[src/rtl/pipe_ctrl.sv]
// Pipeline hazard / stall controller: per-latch enable and clear, PC control,
// data-memory wait tracking with timeout, and stall/flush statistics.
module pipe_ctrl #(
   parameter int MEM_TIMEOUT = 64,
   parameter int CNT_W       = 16
) (
   input  logic             stg_clk,
   input  logic             reset,
   input  logic [4:0]       id_rs1,
   input  logic [4:0]       id_rs2,
   input  logic             id_rs1_used,
   input  logic             id_rs2_used,
   input  logic [4:0]       ex_rd,
   input  logic             ex_rd_memory,
   input  logic             ex_save_to_reg,
   input  logic             ex_branch_taken,
   input  logic             mem_req,
   input  logic             mem_ready,
   output logic             pc_ena,
   output logic             pc_sel_branch,
   output logic             ifid_ena,
   output logic             ifid_x,
   output logic             idex_ena,
   output logic             idex_x,
   output logic             exmem_ena,
   output logic             exmem_x,
   output logic             memwb_ena,
   output logic             memwb_x,
   output logic [CNT_W-1:0] stall_cnt,
   output logic [CNT_W-1:0] flush_cnt,
   output logic             mem_err
);

   typedef enum logic [1:0] {START, RUN, MEM_WAIT, HALT} state_t;

   localparam int                WAIT_W    = $clog2(MEM_TIMEOUT + 1);
   localparam logic [WAIT_W-1:0] WAIT_LAST = WAIT_W'(MEM_TIMEOUT - 1);

   state_t            state;
   logic [WAIT_W-1:0] wait_cnt;
   logic              lu_block;
   logic              load_use, mem_stall_run, wait_stall, any_mem_stall;
   logic              br_flush, lu_stall;

   assign load_use = ex_rd_memory & ex_save_to_reg & (ex_rd != 5'd0) &
                     ((id_rs1_used & (id_rs1 == ex_rd)) |
                      (id_rs2_used & (id_rs2 == ex_rd)));

   // Priority: memory wait, then branch flush, then load-use.
   assign mem_stall_run = (state == RUN) & mem_req & ~mem_ready;
   assign wait_stall    = (state == MEM_WAIT) & ~mem_ready;
   assign any_mem_stall = mem_stall_run | wait_stall;
   assign br_flush      = (state == RUN) & ~mem_stall_run & ex_branch_taken;
   // lu_block suppresses a repeat stall: the bubble just inserted now sits in EX.
   assign lu_stall      = (state == RUN) & ~mem_stall_run & ~ex_branch_taken &
                          load_use & ~lu_block;

   always_comb begin
      pc_ena        = 1'b0;
      pc_sel_branch = 1'b0;
      ifid_ena      = 1'b0;
      ifid_x        = 1'b0;
      idex_ena      = 1'b0;
      idex_x        = 1'b0;
      exmem_ena     = 1'b0;
      exmem_x       = 1'b0;
      memwb_ena     = 1'b0;
      memwb_x       = 1'b0;
      case (state)
         START: begin
            ifid_x  = 1'b1;
            idex_x  = 1'b1;
            exmem_x = 1'b1;
            memwb_x = 1'b1;
         end
         RUN, MEM_WAIT: begin
            if (any_mem_stall) begin
               memwb_ena = 1'b1;
               memwb_x   = 1'b1;
            end else begin
               pc_ena    = ~lu_stall;
               ifid_ena  = ~lu_stall;
               idex_ena  = 1'b1;
               exmem_ena = 1'b1;
               memwb_ena = 1'b1;
               if (br_flush) begin
                  pc_sel_branch = 1'b1;
                  ifid_x        = 1'b1;
                  idex_x        = 1'b1;
               end else if (lu_stall) begin
                  idex_x = 1'b1;
               end
            end
         end
         default: ;
      endcase
   end

   always_ff @(posedge stg_clk or negedge reset) begin
      if (!reset) begin
         state     <= START;
         wait_cnt  <= '0;
         lu_block  <= 1'b0;
         stall_cnt <= '0;
         flush_cnt <= '0;
         mem_err   <= 1'b0;
      end else begin
         lu_block <= lu_stall;
         if ((lu_stall || any_mem_stall) && stall_cnt != '1)
            stall_cnt <= stall_cnt + CNT_W'(1);
         if (br_flush && flush_cnt != '1)
            flush_cnt <= flush_cnt + CNT_W'(1);
         case (state)
            START: state <= RUN;
            RUN: begin
               if (mem_stall_run) begin
                  state    <= MEM_WAIT;
                  wait_cnt <= '0;
               end
            end
            MEM_WAIT: begin
               if (mem_ready) begin
                  state <= RUN;
               end else if (wait_cnt == WAIT_LAST) begin
                  state   <= HALT;
                  mem_err <= 1'b1;
               end else begin
                  wait_cnt <= wait_cnt + WAIT_W'(1);
               end
            end
            default: state <= HALT;
         endcase
      end
   end

endmodule

[config.mk]
export PLATFORM = sky130hd
export DESIGN_NAME = pipe_ctrl
export DESIGN_NICKNAME = d
export VERILOG_FILES = /design/src/rtl/pipe_ctrl.sv
export SDC_FILE = /design/constraint.sdc
export NUM_CORES = 1
export LEC_CHECK = 0
export ABC_AREA = 0
export BUFFER_PORTS_ARGS = -buffer_cell sky130_fd_sc_hd__buf_2
export CORE_MARGIN = 2
export CORE_UTILIZATION = 30
export CTS_CLUSTER_SIZE = 30
export DETAILED_ROUTE_END_ITERATION = 16
export PLACE_DENSITY = 0.5
export SLEW_MARGIN = 40
export SYNTH_ARGS = -nofsm -noshare
export SYNTH_HDL_FRONTEND = slang
export SYNTH_SLANG_ARGS = --single-unit
[constraint.sdc]
create_clock -name stg_clk -period 2.49 [get_ports stg_clk]
set_input_delay 0.498 -clock stg_clk [delete_from_list [all_inputs] [get_ports stg_clk]]
set_output_delay 0.498 -clock stg_clk [all_outputs]
set_load 0.05 [all_outputs]
==> results of run 1 <==
==> worst paths after layout <==
check,depth (start not counted),slack [ns],end,from
max,8,0.06,ifid_ena,ex_rd[1]
min,1,0.16,wait_cnt[2],reset
max reg2reg,9,0.41,wait_cnt[4],state[0]
min reg2reg,1,0.46,mem_err,mem_err
max in group asynchronous,2,1.77,state[0],reset
min in group stg_clk,1,0.46,mem_err,mem_err
==> kinds of logic (layout without fill, tap and decap cells) <==
family / count (synthesis) / after routing
simple gates: 109 / 109
flops: 43 / 43
xor+xnor: 37 / 37
compound gates: 23 / 23
buf+inv: 14 / 100
mux: 8 / 8
fa+ha+maj: 7 / 7
==> Yosys cell counts (2+ instances only) <==
cell	number
sky130_fd_sc_hd__a21oi_1	6
sky130_fd_sc_hd__a22o_1	3
sky130_fd_sc_hd__a2bb2oi_1	2
sky130_fd_sc_hd__and2_1	4
sky130_fd_sc_hd__and3_1	6
sky130_fd_sc_hd__and4_1	2
sky130_fd_sc_hd__buf_2	3
sky130_fd_sc_hd__buf_4	3
sky130_fd_sc_hd__dfrtp_1	43
sky130_fd_sc_hd__ha_1	7
sky130_fd_sc_hd__inv_1	8
sky130_fd_sc_hd__mux2_1	2
sky130_fd_sc_hd__mux2_2	5
sky130_fd_sc_hd__nand2_1	16
sky130_fd_sc_hd__nand2b_1	4
sky130_fd_sc_hd__nand3_1	17
sky130_fd_sc_hd__nand4_1	10
sky130_fd_sc_hd__nor2_1	23
sky130_fd_sc_hd__nor2b_1	2
sky130_fd_sc_hd__nor3_1	15
sky130_fd_sc_hd__nor3b_1	2
sky130_fd_sc_hd__o21ai_0	5
sky130_fd_sc_hd__or2_2	2
sky130_fd_sc_hd__xnor2_1	18
sky130_fd_sc_hd__xor2_1	19
==> area by class of cell <==
class	count	share of cell area, %
Clock buffer	6	2.62
Clock inverter	2	1.11
Inverter	8	0.954
Multi-Input combinational cell	184	41.8
Sequential cell	43	34.2
Tap cell	102	4.05
Timing Repair Buffer	84	15.2
==> critical path: stages <==
cell and delay (ns):
sky130_fd_sc_hd__buf_2 0.13, sky130_fd_sc_hd__or4_4 0.53, sky130_fd_sc_hd__nor2_2 0.13, sky130_fd_sc_hd__nor3_2 0.05, sky130_fd_sc_hd__and2_4 0.13, sky130_fd_sc_hd__buf_4 0.15, sky130_fd_sc_hd__nor2_4 0.08, sky130_fd_sc_hd__clkbuf_4 0.23
==> layout by cell type (no fill, tap or decap), types with 3 or more instances in the layout <==
master,synthesis,final
sky130_fd_sc_hd__nand2_1,16,16
sky130_fd_sc_hd__buf_4,3,19
sky130_fd_sc_hd__nor2_1,23,19
sky130_fd_sc_hd__nor3_1,15,15
sky130_fd_sc_hd__mux2_2,5,5
sky130_fd_sc_hd__and3_1,6,6
sky130_fd_sc_hd__clkbuf_8,0,6
sky130_fd_sc_hd__nand3_1,17,17
sky130_fd_sc_hd__nand4_1,10,10
sky130_fd_sc_hd__dfrtp_1,43,42
sky130_fd_sc_hd__a21oi_1,6,5
sky130_fd_sc_hd__nor2_4,0,3
sky130_fd_sc_hd__a22o_1,3,3
sky130_fd_sc_hd__xor2_1,19,19
sky130_fd_sc_hd__buf_2,3,62
sky130_fd_sc_hd__and2_1,4,3
sky130_fd_sc_hd__nand2b_1,4,4
sky130_fd_sc_hd__ha_1,7,5
sky130_fd_sc_hd__xnor2_1,18,18
sky130_fd_sc_hd__inv_1,8,6
sky130_fd_sc_hd__o21ai_0,5,3
==> registers in the layout, indices dropped and copies added, names as in the netlist <==
name and count:
stall_cnt 16, wait_cnt 7, lu_block 1, mem_err 1, state 2, flush_cnt 16
==> power by group <==
group | switching [mW] | internal, mW | total, mW | leakage, nW
clock network | 0.242 | 0.325 | 0.567 | 0.0612
registers | 0.114 | 0.791 | 0.906 | 0.567
logic | 0.883 | 0.394 | 1.28 | 0.933
total | 1.24 | 1.51 | 2.75 | 1.56
==> repair_timing <==
item                                   in CTS  in global routing
pin swaps                                   0                  1
resized for setup                           5                 11
buffers inserted                            0                  1
endpoints found under the hold margin       0                  0
hold buffers                                0                  0
setup endpoints to repair                   2                  5
==> metal layers <==
metal  wire, um  vias to the layer above  share of wire [%]
met4         77                        0                1.4
li1           -                     1011                  -
met5          0                        -                  0
met1       2660                      966                 47
met3        359                        5                6.4
met2       2530                       57                 45
==> through the flow <==
| stage | power (mW) | instance area, um^2 | setup WS, ns |
|---|---|---|---|
| floorplan | 1.86 | 2430 | -0.00297 |
| global placement | 2.14 | 2980 | -0.0183 |
| detailed placement | 2.15 | 2980 | -0.0164 |
| CTS | 2.76 | 3120 | -0.0134 |
| global route | 2.90 | 3150 | -0.00309 |
| finish | 2.75 | 3150 | 0.0570 |
==> PnR_summary.wiki, run 1 <==
{| class="wikitable"
! Metric !! Value
|-
| Run status || finished, final reports clean
|-
| I/O pins || 67
|-
| Wire length reported by the detailed router || 5630 um
|-
| Met2 track demand over resource in global routing || 21.7%
|-
| Slew at the pin with the worst max-slew slack || 0.590 ns
|-
| Mux share of post-synthesis cell area || around 3.7%
|-
| Area growth from synthesis to layout || 31.6%
|-
| Library cell occupying the most area in the post-synthesis netlist || sky130_fd_sc_hd__dfrtp_1
|-
| CTS sink cnt || 43
|-
| Via density per instance || around 4.8
|-
| Path class of the lowest-slack min-delay path || input port to asynchronous set/reset pin
|-
| FF+latch count, synth || 43
|-
| Largest net degree at the start of global routing || 22
|-
| Leakage || 1.56 nW
|-
| Filler Cells Inserted || 777
|-
| Sequential-to-total area share from yosys stat || approximately 45%
|-
| Met1 Use GR || roughly 18%
|-
| Kind of start point of the critical path || input port
|-
| Final Core Density || 40.8%
|-
| Most used routing layer || met2
|-
| Number of H-tree levels || 2
|-
| Area of the multi-input gates || between 1000 and 1500 um^2
|-
| Clock latency on the worst-skew pair || 0.29 ns
|-
| Post-synthesis async set-or-reset flop share || 100%
|-
| Dominant combinational cell family by area after synthesis || simple AND/OR/NAND/NOR gates
|-
| Detail Placement HPWL || between 4000 and 5000 um
|-
| Crit path time final || 2.43 ns
|-
| Count of endpoints failing setup in the final report || 0
|-
| DIE AREA || 8710 um^2
|-
| Power density of the placed cells || 873 nW/um^2
|-
| Number of placed instances with taps included || 420
|-
| Share of the synthesized netlist area taken by xor and xnor gates || 13.5%
|-
| First-pass GRT wire length || approximately 9400 um
|-
| Number of distinct library cells after synthesis || 39
|-
| Number of detailed-route iterations in the first pass || 4
|-
| Global Route met3 Usage || 2.98%
|-
| Max frequency || 0.411 GHz
|-
| Effective utilization at floorplan || 31.0%
|-
| Top fanout value on the critical path || 3
|-
| Post-synthesis cell area || around 2400 um^2
|-
| Dominant synthesized flop cell || sky130_fd_sc_hd__dfrtp_1
|-
| Max-slew violation count || 0
|-
| Cell count after synthesis || 241
|-
| Die Y || between 90 and 100 um
|-
| Antenna violations before repair || 0
|-
| Arrival time of the worst setup path || 1.93 ns
|-
| Number of hold-slack violations in the final timing report || 0
|-
| Worst EP required || 1.99 ns
|-
| Clock buffer depth || 2
|-
| Mapped Avg Cell Area || 9.93 um^2
|-
| Remaining number of nets flagged by the antenna check after routing || 0
|-
| Simple logic cell fraction of the synthesized area || 24.6%
|-
| Post-layout nets || 357
|-
| Std-Cell Rows || 32
|-
| Share of the synthesized area in compound gates (AO/OA/AOI/OAI) || between 6 and 7%
|-
| Routed length per placed instance || between 10 and 15 um
|-
| Type of the worst setup path || input port to output port
|-
| Final Non-Filler Cells || about 430
|-
| Total core area || 7730 um^2
|-
| Type of destination of the critical path || output port
|-
| Clock skew after layout || between 0.007 and 0.008 ns
|-
| Total overflow reported by the global router || 0
|-
| Yosys Warn Count || 0
|-
| Adder and majority gate portion of the synthesized area || 3.66%
|-
| Count of routing violations after the opening detailed-route iteration || 36
|-
| Total Neg Setup Slack || 0 ns
|-
| Max-cap violations || 0
|-
| Ratio of cells with drive above 1 in the final layout || 36.4%
|-
| Detailed-route DRC error count || 0
|-
| Gpl congestion || slightly below 0.8
|-
| Global routing usage summed across all routing layers || 13.4%
|-
| Post-Route Hold Slack || 0.162 ns
|-
| Post-synth top area share || approximately 45%
|-
| Clock tree root driver cell || sky130_fd_sc_hd__clkbuf_8
|-
| Clock slew at the register clock pins of the worst setup and hold paths || 0.08 ns
|-
| Final Cycle Share || between 90% and 100%
|-
| Vias in the first global route || 2002
|-
| Count of flip-flops with a built-in enable after synthesis || 0
|-
| Die X || 93.3 um
|-
| Number of I/O port buffers || 66
|-
| CTS tree || built
|-
| Count of vias placed by the detailed router || 2039
|-
| Ant diodes || 0
|-
| Inserted Clock Buffers || 5
|-
| Tightest slew margin relative to the limit || between 60% and 70%
|-
| Largest cells by area after synthesis || sky130_fd_sc_hd__dfrtp_1, sky130_fd_sc_hd__xor2_1, sky130_fd_sc_hd__xnor2_1, sky130_fd_sc_hd__ha_1, sky130_fd_sc_hd__nor2_1
|-
| VDD IR-drop max || 0.502 mV
|-
| Area used by sequential logic in the layout || 1080 um^2
|-
| RSZ-0062 raised after global routing || yes
|-
| Synthesized Nets || around 270
|}
Power figures use the tool's default switching activity.
==> run 2: changes to the inputs <==
CORE_UTILIZATION = 52   (was 30)
PLACE_DENSITY = 0.79   (was 0.5)
==> run 2 against run 1 <==
  * Utilization is 30 points higher
  * Sequential power is 0.4% lower
  * Total power is 1.8% lower
  * Clock power fell by 4.6%
  * Critical endpoint is now pc_ena
  * Largest cell class unchanged
==> PnR_summary.wiki, run 2 (same netlist as run 1, synthesis figures left out) <==
{| class="wikitable"
! Metric !! Value
|-
| Run status || finished, final reports clean (unchanged)
|-
| Type of the worst setup path || input port to output port (unchanged)
|-
| Max-slew violation count || 0 (unchanged)
|-
| Total core area || 4380 um^2 (was 7730 um^2)
|-
| Family with the most delay on the worst path || simple AND/OR/NAND/NOR gates (unchanged)
|-
| Final Non-Filler Cells || 381 (was 429)
|-
| Global routing usage summed across all routing layers || 21.6% (was 13.4%)
|-
| Combinational Power Share || 46.6% (was 46.5%)
|-
| Ant diodes || 0 (unchanged)
|-
| Fraction of power spent switching nets || 45.8% (was 45.1%)
|-
| Critical Path Stages || 8 (unchanged)
|-
| Number of hold-slack violations in the final timing report || 0 (unchanged)
|-
| Most used routing layer || met2 (unchanged)
|-
| Remaining number of nets flagged by the antenna check after routing || 0 (unchanged)
|-
| Cells traversed along the worst timing path || buf_2 > or4_4 > nor2_4 > nor3_2 > and2_1 > buf_4 > nor2_4 > buf_2 (was buf_2 > or4_4 > nor2_2 > nor3_2 > and2_4 > buf_4 > nor2_4 > clkbuf_4)
|-
| Count of routing violations after the opening detailed-route iteration || 81 (was 36)
|-
| Inserted Clock Buffers || 5 (unchanged)
|-
| Leading cell type in the layout, fill and taps excluded || sky130_fd_sc_hd__buf_2 (unchanged)
|-
| Largest net degree at the start of global routing || 27 (was 22)
|-
| Critical path endpoint || pc_ena (was ifid_ena)
|-
| Worst EP required || 1.99 ns (about the same)
|-
| Arrival time of the worst setup path || 1.95 ns (was 1.93 ns)
|-
| Antenna violations before repair || 0 (unchanged)
|-
| Launch instance of the worst register-to-register path || state[0] (unchanged)
|-
| Largest stage delay on the critical path || 0.54 ns (was 0.53 ns)
|-
| Leakage || 1.57 nW (was 1.56 nW)
|-
| Max-cap violations || 0 (unchanged)
|-
| Effective utilization at floorplan || 54.6% (was 31.0%)
|-
| Number of placed instances with taps included || 370 (was 420)
|-
| Final Cycle Share || 98.5% (was 97.7%)
|-
| Area growth from synthesis to layout || 28.8% (was 31.6%)
|-
| Capture instance of the worst register-to-register path || wait_cnt[3] (was wait_cnt[4])
|-
| DIE AREA || 5160 um^2 (was 8710 um^2)
|-
| Detailed-route DRC error count || 0 (unchanged)
|-
| Die Y || 71.8 um (was 93.3 um)
|-
| Number of cell instances on the worst register-to-register path || 9 (unchanged)
|-
| Total overflow reported by the global router || 0 (unchanged)
|-
| Number of detailed-route iterations in the first pass || 4 (unchanged)
|-
| Type of destination of the critical path || output port (unchanged)
|-
| Clock tree root driver cell || sky130_fd_sc_hd__clkbuf_8 (unchanged)
|-
| Most used cells in the layout excluding fill and tap cells || sky130_fd_sc_hd__buf_2, sky130_fd_sc_hd__dfrtp_1, sky130_fd_sc_hd__buf_4 (was sky130_fd_sc_hd__buf_2, sky130_fd_sc_hd__dfrtp_1, sky130_fd_sc_hd__nor2_1, sky130_fd_sc_hd__xor2_1, sky130_fd_sc_hd__buf_4)
|-
| Max frequency || 0.408 GHz (was 0.411 GHz)
|-
| Met1 Use GR || 26.1% (was 17.5%)
|-
| Sequential power share || 33.4% (was 32.9%)
|-
| Gpl congestion || 0.857 (was 0.772)
|-
| Kind of start point of the critical path || input port (unchanged)
|-
| WP buf/inv || 3 (unchanged)
|-
| Number of H-tree levels || 2 (unchanged)
|-
| VDD IR-drop max || 0.637 mV (was 0.502 mV)
|-
| Slew at the pin with the worst max-slew slack || 0.655 ns (was 0.590 ns)
|-
| Top fanout value on the critical path || 3 (unchanged)
|-
| First-pass GRT wire length || 8890 um (was 9410 um)
|-
| Clock slew at the register clock pins of the worst setup and hold paths || 0.09 ns (was 0.08 ns)
|-
| CTS sink cnt || 43 (unchanged)
|-
| Wire length reported by the detailed router || 5240 um (was 5630 um)
|-
| Global Route met3 Usage || 4.92% (was 2.98%)
|-
| Crit path from || ex_rd[1] (unchanged)
|-
| Proportion of power drawn by the clock network || 20.0% (was 20.6%)
|-
| Number of I/O port buffers || 66 (unchanged)
|-
| Total Neg Setup Slack || 0 ns (unchanged)
|-
| Die X || 71.8 um (was 93.3 um)
|-
| Std-Cell Rows || 24 (was 32)
|-
| I/O pins || 67 (unchanged)
|-
| Clock buffer depth || 2 (unchanged)
|-
| Post-layout nets || 359 (was 357)
|-
| RSZ-0062 raised after global routing || yes (unchanged)
|-
| Crit path time final || 2.45 ns (was 2.43 ns)
|-
| Count of vias placed by the detailed router || 2077 (was 2039)
|-
| CTS tree || built (unchanged)
|-
| Path class of the lowest-slack min-delay path || input port to asynchronous set/reset pin (unchanged)
|-
| Count of endpoints failing setup in the final report || 0 (unchanged)
|-
| Tightest slew margin relative to the limit || 56.2% (was 60.6%)
|-
| P_sw || 1.24 mW (about the same)
|-
| Total chip power || 2.70 mW (was 2.75 mW)
|-
| Clock latency on the worst-skew pair || 0.30 ns (was 0.29 ns)
|-
| Met2 track demand over resource in global routing || 38.2% (was 21.7%)
|-
| Clock skew after layout || 0.0121 ns (was 0.00756 ns)
|-
| Routed length per placed instance || 13.7 um (was 13.1 um)
|-
| Via density per instance || 5.45 (was 4.75)
|-
| Vias in the first global route || 2056 (was 2002)
|-
| Ratio of cells with drive above 1 in the final layout || 35.9% (was 36.4%)
|-
| Detail Placement HPWL || 4000 um (was 4330 um)
|-
| Power density of the placed cells || 876 nW/um^2 (was 873 nW/um^2)
|-
| Largest registers || flush_cnt x16, stall_cnt x16, wait_cnt x7 (unchanged)
|-
| Worst-path cell with the longest stage delay || sky130_fd_sc_hd__or4_4 (unchanged)
|-
| Flop2flop setup slack || 0.45 ns (was 0.41 ns)
|-
| Internal Pwr Total || 1.46 mW (was 1.51 mW)
|}
run 2: worst register-to-register path, delay by kind of cell, from the launching register on:
family          cells  cell delay (ns)
flops               1             0.42
mux                 1             0.06
xor+xnor            1             0.15
simple gates        3             0.49
fa+ha+maj           1             0.20
buf+inv             2             0.27
compound gates      1             0.31
run 2: metal layers:
| metal | vias to the layer above | share of wire, % | routed length (um) |
|---|---|---|---|
| met2 | 52 | 51 | 2690 |
| met5 | - | 0 | 0 |
| met1 | 1002 | 43 | 2270 |
| met4 | 0 | 1.2 | 61 |
| met3 | 10 | 4.1 | 214 |
| li1 | 1013 | - | - |
run 2: timing repair:
action,in CTS,in global routing
gates cloned,0,0
setup buffers,1,2
hold buffers,0,0
resized for setup,3,8
setup endpoints to repair,1,4
pin swaps,0,4
run 2: power by group through the flow:
stage / clock (mW) / sequential, mW / combinational, mW
final: 0.541 / 0.902 / 1.26
after global routing: 0.577 / 0.922 / 1.33
after CTS: 0.550 / 0.902 / 1.24
after detailed placement: 0 / 0.919 / 1.22
after global placement: 0 / 0.916 / 1.20
after floorplan: 0 / 1.15 / 0.710
run 2: stage by stage:
step / util (%) / hold slack (ns) / setup slack, ns / area, um^2
6_report: 70.3 / 0.192 / 0.0383 / 3080
2_1_floorplan: - / 0.202 / -0.00297 / 2430
3_3_place_gp: 66.5 / 0.441 / 0.00760 / 2920
3_5_place_dp: 66.5 / 0.448 / -0.00567 / 2920
5_1_grt: 70.3 / 0.224 / -0.0132 / 3080
4_1_cts: 69.4 / 0.209 / 0.0411 / 3040
run 2: how the worst min path moves through the flow:
stage | endpoint | slack (ns) | cells past startpoint
finish | wait_cnt[4] | 0.19 | 1
global route | wait_cnt[4] | 0.22 | 1
CTS | stall_cnt[4] | 0.21 | 1
detailed placement | mem_err | 0.45 | 1
global placement | mem_err | 0.44 | 1
floorplan | flush_cnt[0] | 0.20 | 0
run 2: final cells by class:
cell class                 instances  area (um^2)
multi-input combinational        184         1310
fill                             346         1300
sequential                        43         1080
timing repair buffer              86          489
clock buffer                       5         68.8
tap                               52         65.1
clock inverter                     3         43.8
inverter                           8         30.0
